**config.mk**
```make
export PLATFORM = sky130hd
export DESIGN_NAME = wave_display_multi_flat
export DESIGN_NICKNAME = d
export VERILOG_FILES = /design/src/rtl/wave_display_multi_if.sv /design/src/rtl/wave_display_multi.sv /design/src/flat_wrapper.sv
export SDC_FILE = /design/constraint.sdc
export NUM_CORES = 1
export LEC_CHECK = 0
export ABC_CLOCK_PERIOD_IN_PS = 6400
export CAP_MARGIN = 40
export CORE_MARGIN = 2
export CORE_UTILIZATION = 30
export CTS_CLUSTER_DIAMETER = 150
export DETAILED_ROUTE_END_ITERATION = 6
export SYNTH_ARGS = -nofsm -noshare
export SYNTH_HDL_FRONTEND = slang
export SYNTH_SLANG_ARGS = --single-unit
```
**constraint.sdc**
```tcl
create_clock -name clk -period 6.4 [get_ports clk]
set_clock_uncertainty 0.1 [all_clocks]
set_input_delay 0.64 -clock clk [delete_from_list [all_inputs] [get_ports clk]]
set_output_delay 0.64 -clock clk [all_outputs]
set_load 0.005 [all_outputs]
```
**src/rtl/wave_display_multi_if.sv**
```systemverilog
`default_nettype none
// ============================================================================
// Module   : wave_display_multi_if
// Purpose  : Pixel-in, sample-RAM and colour-out bundle for wave_display_multi.
// Revision : 1.0
// ============================================================================
interface wave_display_multi_if #(
  parameter int NUM_CH   = 2,
  parameter int SAMPLE_W = 8,
  parameter int COL_W    = 8
);
  logic [10:0]                x;
  logic [9:0]                 y;
  logic                       valid;
  logic [1:0]                 mode;
  logic [NUM_CH-1:0]          ch_enable;
  logic                       read_index;
  logic [COL_W:0]             read_address;
  logic [NUM_CH*SAMPLE_W-1:0] read_value;
  logic                       valid_pixel;
  logic [7:0]                 r;
  logic [7:0]                 g;
  logic [7:0]                 b;

  modport master (
    output x, y, valid, mode, ch_enable, read_index, read_value,
    input  read_address, valid_pixel, r, g, b
  );

  modport slave (
    input  x, y, valid, mode, ch_enable, read_index, read_value,
    output read_address, valid_pixel, r, g, b
  );
endinterface
`default_nettype wire

```
**src/rtl/wave_display_multi.sv**
```systemverilog
`default_nettype none
// ============================================================================
// Module   : wave_display_multi
// Purpose  : Multi-channel dot / line / AA-line waveform renderer, 3-stage pipe.
// Revision : 1.0
// ============================================================================
module wave_display_multi #(
  parameter int NUM_CH       = 2,
  parameter int SAMPLE_W     = 8,
  parameter int WAVE_H_LOG2  = 8,
  parameter int COL_W        = 8,
  parameter int SAMPLE_SHIFT = 1,
  parameter int X_START      = 256,
  parameter int Y_TOP        = 0
) (
  input wire                  clk,
  input wire                  reset,
  wave_display_multi_if.slave bus
);

  localparam logic [31:0] c_x_lo     = 32'(X_START);
  localparam logic [31:0] c_x_span   = 32'(2**(COL_W + SAMPLE_SHIFT));
  localparam logic [31:0] c_y_lo     = 32'(Y_TOP);
  localparam logic [31:0] c_y_span   = 32'(2**WAVE_H_LOG2);
  localparam logic [31:0] c_y_bottom = 32'(Y_TOP + 2**WAVE_H_LOG2 - 1);
  localparam int          c_smp_sh   = SAMPLE_W - WAVE_H_LOG2;
  localparam logic [1:0]  c_mode_dot  = 2'd0;
  localparam logic [1:0]  c_mode_line = 2'd1;
  localparam logic [1:0]  c_mode_aa   = 2'd2;

  function automatic logic [31:0] trace_row(input logic [SAMPLE_W-1:0] s);
    return c_y_bottom - 32'(s >> c_smp_sh);
  endfunction

  function automatic logic [23:0] palette(input int k);
    case (k)
      0:       return 24'h00FF00;
      1:       return 24'hFFFF00;
      2:       return 24'h00FFFF;
      default: return 24'hFF00FF;
    endcase
  endfunction

  function automatic logic [7:0] sat8(input logic [9:0] a);
    return (a > 10'd255) ? 8'hFF : a[7:0];
  endfunction

  // Offsets wrap to huge values below the region, so one compare covers both bounds
  logic [31:0]      w_dx;
  logic [31:0]      w_dy;
  logic             w_region;
  logic [COL_W-1:0] w_col;

  assign w_dx     = 32'(bus.x) - c_x_lo;
  assign w_dy     = 32'(bus.y) - c_y_lo;
  assign w_region = (w_dx < c_x_span) && (w_dy < c_y_span);
  assign w_col    = COL_W'(w_dx >> SAMPLE_SHIFT);

  logic [9:0]        r1_y, r2_y;
  logic              r1_valid, r2_valid;
  logic              r1_region, r2_region;
  logic [1:0]        r1_mode, r2_mode;
  logic [NUM_CH-1:0] r1_en, r2_en;
  logic [COL_W-1:0]  r1_col, r2_col;
  logic [COL_W:0]    r_read_address;

  always_ff @(posedge clk or posedge reset) begin
    if (reset) begin
      r1_y <= '0; r1_valid <= 1'b0; r1_region <= 1'b0; r1_mode <= '0; r1_en <= '0; r1_col <= '0;
      r2_y <= '0; r2_valid <= 1'b0; r2_region <= 1'b0; r2_mode <= '0; r2_en <= '0; r2_col <= '0;
      r_read_address <= '0;
    end else begin
      r1_y      <= bus.y;
      r1_valid  <= bus.valid;
      r1_region <= w_region;
      r1_mode   <= bus.mode;
      r1_en     <= bus.ch_enable;
      r1_col    <= w_col;
      if (w_region) begin
        r_read_address <= {bus.read_index, w_col};
      end
      r2_y      <= r1_y;
      r2_valid  <= r1_valid;
      r2_region <= r1_region;
      r2_mode   <= r1_mode;
      r2_en     <= r1_en;
      r2_col    <= r1_col;
    end
  end

  logic [SAMPLE_W-1:0] r_cur  [NUM_CH];
  logic [SAMPLE_W-1:0] r_prev [NUM_CH];
  logic [COL_W-1:0]    r_last_col;
  logic                r_have_prev;
  logic                r_valid_pixel;
  logic [7:0]          r_r, r_g, r_b;

  logic [SAMPLE_W-1:0] w_cur   [NUM_CH];
  logic [SAMPLE_W-1:0] w_prev  [NUM_CH];
  logic [31:0]         w_row_c [NUM_CH];
  logic [31:0]         w_row_p [NUM_CH];
  logic [31:0]         w_lo    [NUM_CH];
  logic [31:0]         w_hi    [NUM_CH];
  logic [NUM_CH-1:0]   w_full;
  logic [NUM_CH-1:0]   w_half;
  logic [23:0]         w_pal;
  logic [9:0]          w_acc_r, w_acc_g, w_acc_b;
  logic [31:0]         w_y;
  logic                w_restart;
  logic                w_new_col;
  logic                w_live;

  assign w_y       = 32'(r2_y);
  assign w_live    = r2_valid & r2_region;
  // Column 0 and the first pixel after reset have no left neighbour
  assign w_restart = (r2_col == '0) || !r_have_prev;
  assign w_new_col = (r2_col != r_last_col);

  always_comb begin
    w_full  = '0;
    w_half  = '0;
    w_pal   = '0;
    w_acc_r = '0;
    w_acc_g = '0;
    w_acc_b = '0;
    for (int k = 0; k < NUM_CH; k++) begin
      w_cur[k]   = bus.read_value[k*SAMPLE_W +: SAMPLE_W];
      w_prev[k]  = w_restart ? w_cur[k] : (w_new_col ? r_cur[k] : r_prev[k]);
      w_row_c[k] = trace_row(w_cur[k]);
      w_row_p[k] = trace_row(w_prev[k]);
      w_lo[k]    = (w_row_p[k] < w_row_c[k]) ? w_row_p[k] : w_row_c[k];
      w_hi[k]    = (w_row_p[k] < w_row_c[k]) ? w_row_c[k] : w_row_p[k];
      if (r2_en[k]) begin
        case (r2_mode)
          c_mode_dot:  w_full[k] = (w_y == w_row_c[k]);
          c_mode_line: w_full[k] = (w_y >= w_lo[k]) && (w_y <= w_hi[k]);
          c_mode_aa: begin
            w_full[k] = (w_y >= w_lo[k]) && (w_y <= w_hi[k]);
            w_half[k] = !w_full[k] && ((w_y == w_lo[k] - 32'd1) || (w_y == w_hi[k] + 32'd1));
          end
          default: ;
        endcase
      end
      w_pal = palette(k);
      if (w_full[k]) begin
        w_acc_r = w_acc_r + 10'(w_pal[23:16]);
        w_acc_g = w_acc_g + 10'(w_pal[15:8]);
        w_acc_b = w_acc_b + 10'(w_pal[7:0]);
      end else if (w_half[k]) begin
        w_acc_r = w_acc_r + 10'(w_pal[23:17]);
        w_acc_g = w_acc_g + 10'(w_pal[15:9]);
        w_acc_b = w_acc_b + 10'(w_pal[7:1]);
      end
    end
  end

  always_ff @(posedge clk or posedge reset) begin
    if (reset) begin
      for (int k = 0; k < NUM_CH; k++) begin
        r_cur[k]  <= '0;
        r_prev[k] <= '0;
      end
      r_last_col    <= '0;
      r_have_prev   <= 1'b0;
      r_valid_pixel <= 1'b0;
      r_r <= '0; r_g <= '0; r_b <= '0;
    end else begin
      r_valid_pixel <= w_live;
      r_r <= w_live ? sat8(w_acc_r) : 8'h00;
      r_g <= w_live ? sat8(w_acc_g) : 8'h00;
      r_b <= w_live ? sat8(w_acc_b) : 8'h00;
      if (w_live) begin
        for (int k = 0; k < NUM_CH; k++) begin
          r_cur[k]  <= w_cur[k];
          r_prev[k] <= w_prev[k];
        end
        r_last_col  <= r2_col;
        r_have_prev <= 1'b1;
      end
    end
  end

  assign bus.read_address = r_read_address;
  assign bus.valid_pixel  = r_valid_pixel;
  assign bus.r            = r_r;
  assign bus.g            = r_g;
  assign bus.b            = r_b;

endmodule
`default_nettype wire

```
**src/flat_wrapper.sv**
```systemverilog
// flat-port wrapper written by rule: the top's interface ports become plain ports
module wave_display_multi_flat 
#(
  parameter int NUM_CH       = 2,
  parameter int SAMPLE_W     = 8,
  parameter int WAVE_H_LOG2  = 8,
  parameter int COL_W        = 8,
  parameter int SAMPLE_SHIFT = 1,
  parameter int X_START      = 256,
  parameter int Y_TOP        = 0
)
  (clk, reset, bus_x, bus_y, bus_valid, bus_mode, bus_ch_enable, bus_read_index, bus_read_value, bus_read_address, bus_valid_pixel, bus_r, bus_g, bus_b);
  wave_display_multi_if #(.NUM_CH(NUM_CH), .SAMPLE_W(SAMPLE_W), .COL_W(COL_W)) bus_i ();
  input wire clk;
  input wire reset;
  input wire logic [$bits(bus_i.x)-1:0] bus_x;
  input wire logic [$bits(bus_i.y)-1:0] bus_y;
  input wire logic [$bits(bus_i.valid)-1:0] bus_valid;
  input wire logic [$bits(bus_i.mode)-1:0] bus_mode;
  input wire logic [$bits(bus_i.ch_enable)-1:0] bus_ch_enable;
  input wire logic [$bits(bus_i.read_index)-1:0] bus_read_index;
  input wire logic [$bits(bus_i.read_value)-1:0] bus_read_value;
  output wire logic [$bits(bus_i.read_address)-1:0] bus_read_address;
  output wire logic [$bits(bus_i.valid_pixel)-1:0] bus_valid_pixel;
  output wire logic [$bits(bus_i.r)-1:0] bus_r;
  output wire logic [$bits(bus_i.g)-1:0] bus_g;
  output wire logic [$bits(bus_i.b)-1:0] bus_b;
  assign bus_i.x = bus_x;
  assign bus_i.y = bus_y;
  assign bus_i.valid = bus_valid;
  assign bus_i.mode = bus_mode;
  assign bus_i.ch_enable = bus_ch_enable;
  assign bus_i.read_index = bus_read_index;
  assign bus_i.read_value = bus_read_value;
  assign bus_read_address = bus_i.read_address;
  assign bus_valid_pixel = bus_i.valid_pixel;
  assign bus_r = bus_i.r;
  assign bus_g = bus_i.g;
  assign bus_b = bus_i.b;
  wave_display_multi #(.NUM_CH(NUM_CH), .SAMPLE_W(SAMPLE_W), .WAVE_H_LOG2(WAVE_H_LOG2), .COL_W(COL_W), .SAMPLE_SHIFT(SAMPLE_SHIFT), .X_START(X_START), .Y_TOP(Y_TOP)) u_core (.clk(clk), .reset(reset), .bus(bus_i));
endmodule
```
==> flow_summary.toml, run 1 <==
[route]
wirelength_microns = 21600
dr.pass1.iters = 7
wl_per_cell_microns = 16.9
vias_per_cell = 5.22
drcViolationCount = 0
ant_nets = 0
drt_iter0_drc = 337
routed-via-count = 6694

[yosys]
synth_edf_count = 0
synth_top_area_share = 0.334
synthCells = 873
syn_avg_cell_area_sq_um = 8.94
synth_xor_area_frac = 0.0613
synth_top_family_by_area = "compound AO/OA/AOI/OAI gates"
synthAdderAreaFrac = 0.0831
muxShareOfSynthArea = 0.0487
async_flop_share = 1.00
synth_cell_types = 92
yosys-top-cells-area = "dfrtp_1 33%, ha_1 8.2%, nand2_1 4.5%"
synthFlopType = "dfrtp_1"
yosysTopAreaCell = "dfrtp_1"
yosys_warnings = 0
ys_ff_latch = 104
yosysSeqAreaShare = 0.334
synth-simple-area-share = 0.200
synth_area_sq_um = 7800
synth_compound_area_frac = 0.201

[clock_network]
cts_buffers = 9
cts_root_buf = "clkbuf_16"
cts_tree = "yes"
htreeDepth = 3
post-cts-setup-buffers = 0
clock-sinks = 104
clk-insertion-delay-late_ps = 370
clkTransAtPathRegs_ps = 80
clockBufferDepth = 2

[global_route]
grt_pass1_wl_microns = 35400
grtUsageMet3 = 0.0295
grt_usage = 0.166
grtUsageMet2 = 0.266
grt_use_met1 = 0.222
grt_antenna_before_repair = 0
grt_max_degree = 56
first_global_vias = 6561
top_usage_layer = "met2"
grt_overflow = 0

[timing]
setup_viol_count_final = 0
final.setup.worst_slack_ps = 468
relSlewSlack = 0.426
fin_hold_ws_ps = 251
setup_tns_ps = 0
rsz0062_at_grt = "no"
post-route-min-period_ps = 5930
hold_viol_final = 0
max_freq_mhz = 169
worst_pin_slew_ps = 860
period_share = 0.927
final-max-slew-violation-count = 0

[critical_path]
cp.arrival_ps = 6080
reg2reg_to = "u_core.bus.g[0]"
worstSetupStartpointType = "flop"
slowest_delay_ps = 550
critical-path-slowest-cell = "or4_4"
rrSetupSlack_ps = 470
crit_fanout = 24
critPathLaunch = "u_core.r2_col[4]"
crit_path_end_kind = "flop"
path_cells = "or4_4 -> o21a_2 -> a31o_2 -> ha_1 -> o41a_2 -> nor2_1 -> mux2i_1 -> ha_1 -> nand2b_1 -> o21ai_0 -> nand2b_1 -> a21oi_1 -> nor2_1 -> a221oi_1 -> o211a_1 -> o211ai_1 -> o41ai_2 -> buf_4 -> nor2_1 -> ha_1 -> nand2_1 -> nand2_1"
crit_type = "flop to flop"
worstRegToRegCells = 22
cp.required_ps = 6540
r2r-start = "u_core.r2_col[4]"
endpoint = "u_core.bus.g[0]"

[floorplan]
dieArea_sq_um = 27300
dieHeight_microns = 165
rows = 59
chipWidth_microns = 165
coreArea_sq_um = 25800
start_util = 0.303
ios = 79

[layout]
most-common-layout-cells = "104 x dfrtp_1, 94 x nand2_1, 69 x clkdlybuf4s50_1"
layout.nets = 1039
area_delta_synth_final_pct = 18.7
n_fill_cell = 2653
diodes = 0
drive_above_1_share = 0.143
final_common_cell = "dfrtp_1"

[run_status]
status = "finished clean"

[pwr]
p_leak_nw = 3.94
p_per_area_nw_per_um2 = 330
max-vdd-ir-drop_v = 0.000169

[placed_design]
port_buffers = 69
place.gp.congestion = 0.917
dpl.hpwl_microns = 16100
place_ws_ps = 431

[min_path]
hp-class = "flop to flop"

[flow_run]
cap_violations = 0
-- worst min-delay path by stage --
stage	from	to	slack, ps	cells after the start
after floorplan	u_core.r1_col[0]	u_core.r2_col[0]	230	0
after global placement	u_core.r1_col[1]	u_core.r2_col[1]	230	0
after detailed placement	u_core.r1_col[2]	u_core.r2_col[2]	230	0
after CTS	u_core.r1_y[8]	u_core.r2_y[8]	250	0
after global routing	u_core.r1_y[1]	u_core.r2_y[1]	260	0
final	u_core.r1_y[7]	u_core.r2_y[7]	250	0
-- sequential cells by signal (all words and copies together), names as in the netlist, 2 cells and up --
name                     flops
u_core.bus.r                 2
u_core.r1_mode               2
u_core.r2_y                 10
u_core.r1_en                 2
u_core.r1_col                8
u_core.bus.g                 3
u_core.r1_y                 10
u_core.r_cur                16
u_core.bus.read_address      9
u_core.r2_en                 2
u_core.r_last_col            8
u_core.r2_col                8
u_core.r2_mode               2
u_core.r_prev               16
-- cells in the mapped netlist (5+ instances only) --
cell type / n
a211oi_1: 8
a21o_1: 10
a21oi_1: 30
a31o_2: 5
a31oi_1: 6
and2_1: 5
and3_1: 13
buf_1: 7
buf_2: 6
buf_4: 32
clkbuf_1: 23
dfrtp_1: 104
ha_1: 51
inv_1: 32
mux2_2: 24
mux2i_1: 11
nand2_1: 94
nand2b_1: 14
nand3_1: 33
nand4_1: 16
nor2_1: 47
nor2b_1: 11
nor3_1: 22
nor4_1: 9
o211ai_1: 14
o21a_1: 9
o21ai_0: 60
o21ai_1: 6
o22ai_1: 6
or3_1: 7
xnor2_1: 30
xor2_1: 22
-- critical path: cells and delay by family, from the launching register on --
family / cells / cell delay [ps]
buffers and inverters: 1 / 190
and+or+nand+nor: 8 / 1300
AOI/OAI and AO/OA: 9 / 2780
adders and majority gates: 3 / 780
DFF: 1 / 410
muxes: 1 / 240
-- stage by stage --
step | cell area, sq um | total power [W] | utilization | std cells
final | 9260 | 0.00306 | 0.359 | 1283
after global routing | 9260 | 0.00331 | 0.359 | 1283
after CTS | 9260 | 0.00307 | 0.359 | 1283
after detailed placement | 8950 | 0.00248 | 0.347 | 1267
after global placement | 8920 | 0.00245 | 0.346 | 1266
after floorplan | 7830 | 0.00203 | - | 880
-- metal layers --
layer,share of wire,wire [microns]
met5,0,0
met4,0.029,629
met3,0.057,1240
met2,0.46,10000
met1,0.45,9710
-- power breakdown --
part | switching, W | internal [W] | total, W
Sequential | 0.0000916 | 0.000774 | 0.000866
Combinational | 0.000920 | 0.000701 | 0.00162
Clock | 0.000290 | 0.000280 | 0.000570
Total | 0.00130 | 0.00176 | 0.00306
-- cells by family after synthesis --
group,count (synthesis)
AND/OR/NAND/NOR,303
AO/OA/AOI/OAI,217
buffers and inverters,108
flip-flops,104
XOR/XNOR,53
adder cells (fa/ha/maj),52
multiplexers,35
other,1
-- repair_timing --
item                                    4_1_cts  5_1_grt
hold buffers                                  0        0
endpoints found under the setup margin        0        1
gates resized for setup                       0        1
-- layout make-up --
class                      instances  area (sq um)  area share
timing repair buffer             124          1120       0.121
multi-input combinational        668          4660       0.504
sequential                       104          2600       0.281
clock inverter                     7          87.6     0.00946
inverter                          36           138      0.0149
tap                              335           419      0.0453
clock buffer                       9           225      0.0243
No activity file was read; power rests on OpenSTA's default activity.
==> run 2, diff against run 1 <==
- CORE_UTILIZATION: 30 -> 50
- PLACE_DENSITY: not set -> 0.74
==> flow_summary.toml, run 2 (synthesis gave the netlist of run 1 again) <==
[critical_path]
crit_path_end_kind = "flop"
critical-path-slowest-cell = "or4_1"
r2r-start = "u_core.r2_col[0]"
worstRegToRegCells = 28
rrSetupSlack_ps = 440
cp.required_ps = 6590
crit_type = "flop to flop"
cp.arrival_ps = 6150
worstSetupStartpointType = "flop"
reg2reg_to = "u_core.bus.g[6]"
crit_top_cell = "o21a_1"
slowest_delay_ps = 580
crit_fanout = 17

[clock_network]
htreeDepth = 3
cts_root_buf = "clkbuf_16"
clkTransAtPathRegs_ps = 80
clock-sinks = 104
cts_tree = "yes"
clk-insertion-delay-late_ps = 370
clockBufferDepth = 2
cts_buffers = 9
postCtsHoldBufs = 0

[pwr]
p_leak_nw = 3.93
swShare = 0.427
p_int_w = 0.00176
pwr-share-clk = 0.191
pwr-share-comb = 0.526
p_seq_frac = 0.283
total_power_w = 0.00308
max-vdd-ir-drop_v = 0.000167
switchingPower_w = 0.00131
p_per_area_nw_per_um2 = 339

[timing]
period_share = 0.932
setup_viol_count_final = 0
rsz0062_at_grt = "yes"
worst_pin_slew_ps = 818
post-route-min-period_ps = 5960
max_freq_mhz = 168
fin_hold_ws_ps = 251
setup_tns_ps = 0
final-max-slew-violation-count = 0
relSlewSlack = 0.455
hold_viol_final = 0

[min_path]
hp-class = "flop to flop"
hold_start = "u_core.r1_region"
hold_end = "u_core.r2_region"
whs_path_depth = 0

[placed_design]
port_buffers = 69
place_inst = 1113
dpl.hpwl_microns = 15200
place.gp.congestion = 0.942

[layout]
layout.nets = 1034
layoutNonFillerInstCount = 1131
n_fill_cell = 1358
most-common-layout-cells = "104 x dfrtp_1, 94 x nand2_1, 69 x clkdlybuf4s50_1"
area_delta_synth_final_pct = 16.3
final_common_cell = "dfrtp_1"
top_regs = "u_core.r_cur: 16 flops, u_core.r_prev: 16 flops"
diodes = 0
drive_above_1_share = 0.140

[run_status]
status = "finished clean"

[floorplan]
dieHeight_microns = 129
rows = 45
ios = 79
start_util = 0.513
chipWidth_microns = 129
coreArea_sq_um = 15200
dieArea_sq_um = 16600

[global_route]
grt_overflow = 0
first_global_vias = 6703
grt_pass1_wl_microns = 33400
grt_antenna_before_repair = 0
grt_usage = 0.257
grt_max_degree = 69

[route]
ant_nets = 0
wirelength_microns = 20400
top_layer = "met4"
routed-via-count = 6843
met2_length_microns = 9860
drcViolationCount = 0
wl_per_cell_microns = 18.0
wl_met1_microns = 8530
vias_per_cell = 6.05
drt_iter0_drc = 562
met3WireLength_microns = 1200
dr.pass1.iters = 5

[flow_run]
cap_violations = 0
[run 2: cell count changes in the layout (fill, tap and decap cells not counted), sizes merged]
cell | previous run | this run
clkinvlp | 1 | 0
buf | 55 | 50
inv | 36 | 37
[run 2: layout make-up]
type | count | area, sq um | area share
Clock buffer | 9 | 225 | 0.0248
Clock inverter | 7 | 104 | 0.0114
Inverter | 36 | 138 | 0.0152
Multi-Input combinational cell | 668 | 4670 | 0.515
Sequential cell | 104 | 2600 | 0.287
Tap cell | 188 | 235 | 0.0259
Timing Repair Buffer | 119 | 1100 | 0.121
[run 2: worst max-delay path: cells and delay by family, from the launching register on]
kind / cells / cell delay, ps
simple gates: 10 / 2430
compound gates: 12 / 1850
fa+ha+maj: 2 / 580
buf+inv: 4 / 530
flops: 1 / 410
[run 2: worst max path at each step]
stage,from,to,slack [ps],cells after the start
floorplan,u_core.r2_col[4],u_core.bus.g[0],420,30
global placement,u_core.r2_col[0],u_core.bus.g[0],500,25
detailed placement,u_core.r_last_col[3],u_core.bus.g[0],440,26
CTS,u_core.r_last_col[3],u_core.bus.g[0],400,26
global route,u_core.r2_col[0],u_core.bus.g[6],-10,27
finish,u_core.r2_col[0],u_core.bus.g[6],440,28
[run 2: what timing repair did]
action	CTS	global route
endpoints found under the hold margin	0	0
setup endpoints to repair	0	2
buffers inserted	0	2
resized for setup	0	2
[run 2: power by group through the flow]
| stage | Combinational [W] | Clock (W) | Sequential, W |
|---|---|---|---|
| after floorplan | 0.00118 | 0 | 0.000850 |
| after global placement | 0.00155 | 0 | 0.000876 |
| after CTS | 0.00159 | 0.000605 | 0.000869 |
| after detailed placement | 0.00158 | 0 | 0.000878 |
| final | 0.00162 | 0.000588 | 0.000869 |
| after global routing | 0.00180 | 0.000632 | 0.000886 |
[run 2: per-stage QoR]
stage	util	setup WS [ps]	instance area, sq um
final	0.597	436	9070
after global routing	0.597	-14.8	9070
after CTS	0.595	402	9050
after detailed placement	0.574	444	8720
after global placement	0.572	503	8690
after floorplan	-	424	7830
[run 2: routing by layer]
| layer | vias up | global-route usage |
|---|---|---|
| met1 | 3239 | 0.317 |
| met5 | - | 0 |
| met2 | 270 | 0.436 |
| li1 | 3266 | - |
| met3 | 68 | 0.0470 |
| met4 | 0 | 0.127 |
==> run 3, diff against run 2 <==
- CORE_MARGIN: 2 -> 10
==> flow_summary.toml, run 3 (synthesis gave the netlist of run 1 again) <==
[pwr]
max-vdd-ir-drop_v = 0.000252
total_power_w = 0.00306
p_per_area_nw_per_um2 = 337
p_leak_nw = 3.92

[critical_path]
crit_path_end_kind = "flop"
crit_fanout = 22
worstSetupStartpointType = "flop"
crit_type = "flop to flop"
cp.required_ps = 6550
cp.arrival_ps = 6280

[clock_network]
clock-sinks = 104
clockBufferDepth = 2
clkTransAtPathRegs_ps = 80
postCtsHoldBufs = 0
post-cts-setup-buffers = 0
cts_root_buf = "clkbuf_16"
cts_tree = "yes"
htreeDepth = 3
cts_buffers = 9
clk-insertion-delay-late_ps = 370

[layout]
most-common-layout-cells = "104 x dfrtp_1, 94 x nand2_1, 69 x clkdlybuf4s50_1"
area_delta_synth_final_pct = 16.3
drive_above_1_share = 0.138
multi_input_area_sq_um = 4670
fin_area_sq_um = 9080
top_regs = "u_core.r_cur: 16 flops, u_core.r_prev: 16 flops"
fin_util = 0.595
diodes = 0
layout.nets = 1033
n_fill_cell = 1335
regArea_sq_um = 2600
final_common_cell = "dfrtp_1"

[placed_design]
dpl.hpwl_microns = 15800
place_ws_ps = 432
place.gp.congestion = 0.967
port_buffers = 69
dpl_cell_area_sq_um = 8750

[global_route]
first_global_vias = 6904
grt_antenna_before_repair = 0
grt_usage = 0.199
grt_overflow = 0
grt_pass1_wl_microns = 34700
grt_max_degree = 52

[route]
ant_nets = 0
wl_per_cell_microns = 18.3
drt_iter0_drc = 423
drcViolationCount = 0
dr.pass1.iters = 5
vias_per_cell = 5.86
wirelength_microns = 21100
routed-via-count = 6753

[floorplan]
dieArea_sq_um = 21000
chipWidth_microns = 145
rows = 45
start_util = 0.511
dieHeight_microns = 145
coreArea_sq_um = 15300
ios = 79

[timing]
worst_pin_slew_ps = 853
max_freq_mhz = 163
period_share = 0.958
setup_tns_ps = 0
final-max-slew-violation-count = 0
relSlewSlack = 0.430
final.setup.worst_slack_ps = 271
rsz0062_at_grt = "no"
setup_viol_count_final = 0
hold_viol_final = 0
post-route-min-period_ps = 6130

[run_status]
status = "finished clean"

[min_path]
hp-class = "flop to flop"

[flow_run]
cap_violations = 0
==> run 3: cell types whose count changed in the layout (fill, tap and decap cells not counted) <==
cell | previous run | this run
a221oi_2 | 1 | 0
o21ai_2 | 2 | 1
o21ai_0 | 59 | 60
clkinv_8 | 4 | 5
a221oi_1 | 0 | 1
o21ai_4 | 0 | 1
inv_12 | 1 | 0
buf_12 | 1 | 0
o21ai_1 | 7 | 6
inv_6 | 0 | 2
inv_8 | 2 | 0
==> run 3: area by class of cell <==
| cell class | instances | share of cell area |
|---|---|---|
| multi-input cells | 668 | 0.515 |
| well taps | 211 | 0.0291 |
| clock inverters | 7 | 0.0109 |
| clock buffers | 9 | 0.0248 |
| repair buffers | 118 | 0.119 |
| inverters | 36 | 0.0152 |
| flip-flops and latches | 104 | 0.287 |
==> run 3: metal layers <==
metal,vias up,GRT usage,part of all wire
met5,-,0,0
met4,0,0.0838,0.030
li1,3257,-,-
met3,46,0.0326,0.055
met2,226,0.345,0.49
met1,3224,0.239,0.42
==> run 3: critical path, cell delays in order (launching register included) <==
cell	delay [ps]
dfrtp_1	400
or4_1	600
o21a_2	400
a31o_2	280
ha_1	240
o41a_2	590
nor2_1	200
mux2i_1	260
ha_1	290
nand2b_1	170
o21ai_0	170
nand2b_1	70
a21oi_1	190
nor2_1	70
a221oi_1	420
o211a_1	270
o211ai_1	120
o41ai_2	640
nor2_1	110
ha_1	290
nand2_1	60
nand2_1	70
==> run 3: timing repair <==
item | in CTS | in global routing
resized for setup | 0 | 1
hold endpoints to repair | 0 | 0
setup endpoints to repair | 0 | 1
==> run 3: worst paths after layout <==
check                                 start          endpoint  slack, ps  cells past startpoint
max                        u_core.r2_col[0]   u_core.bus.g[0]        270                     21
min                         u_core.r1_en[1]   u_core.r2_en[1]        250                      0
max reg2reg                u_core.r2_col[0]   u_core.bus.g[0]        270                     21
min reg2reg                 u_core.r1_en[1]   u_core.r2_en[1]        250                      0
max in group asynchronous             reset  u_core.r_prev[6]       4740                      4
min in group asynchronous             reset   u_core.bus.r[6]        490                      2
==> run 3: power by group <==
part	total [W]	switching (W)	internal (W)
registers	0.000869	0.0000951	0.000774
clock network	0.000575	0.000291	0.000284
logic	0.00161	0.000916	0.000697
total	0.00306	0.00130	0.00175
==> run 3: through the flow <==
step                instances  hold WS [ps]
detailed placement       1137           235
finish                   1153           250
global placement         1136           231
CTS                      1153           252
floorplan                 880           231
global route             1153           257
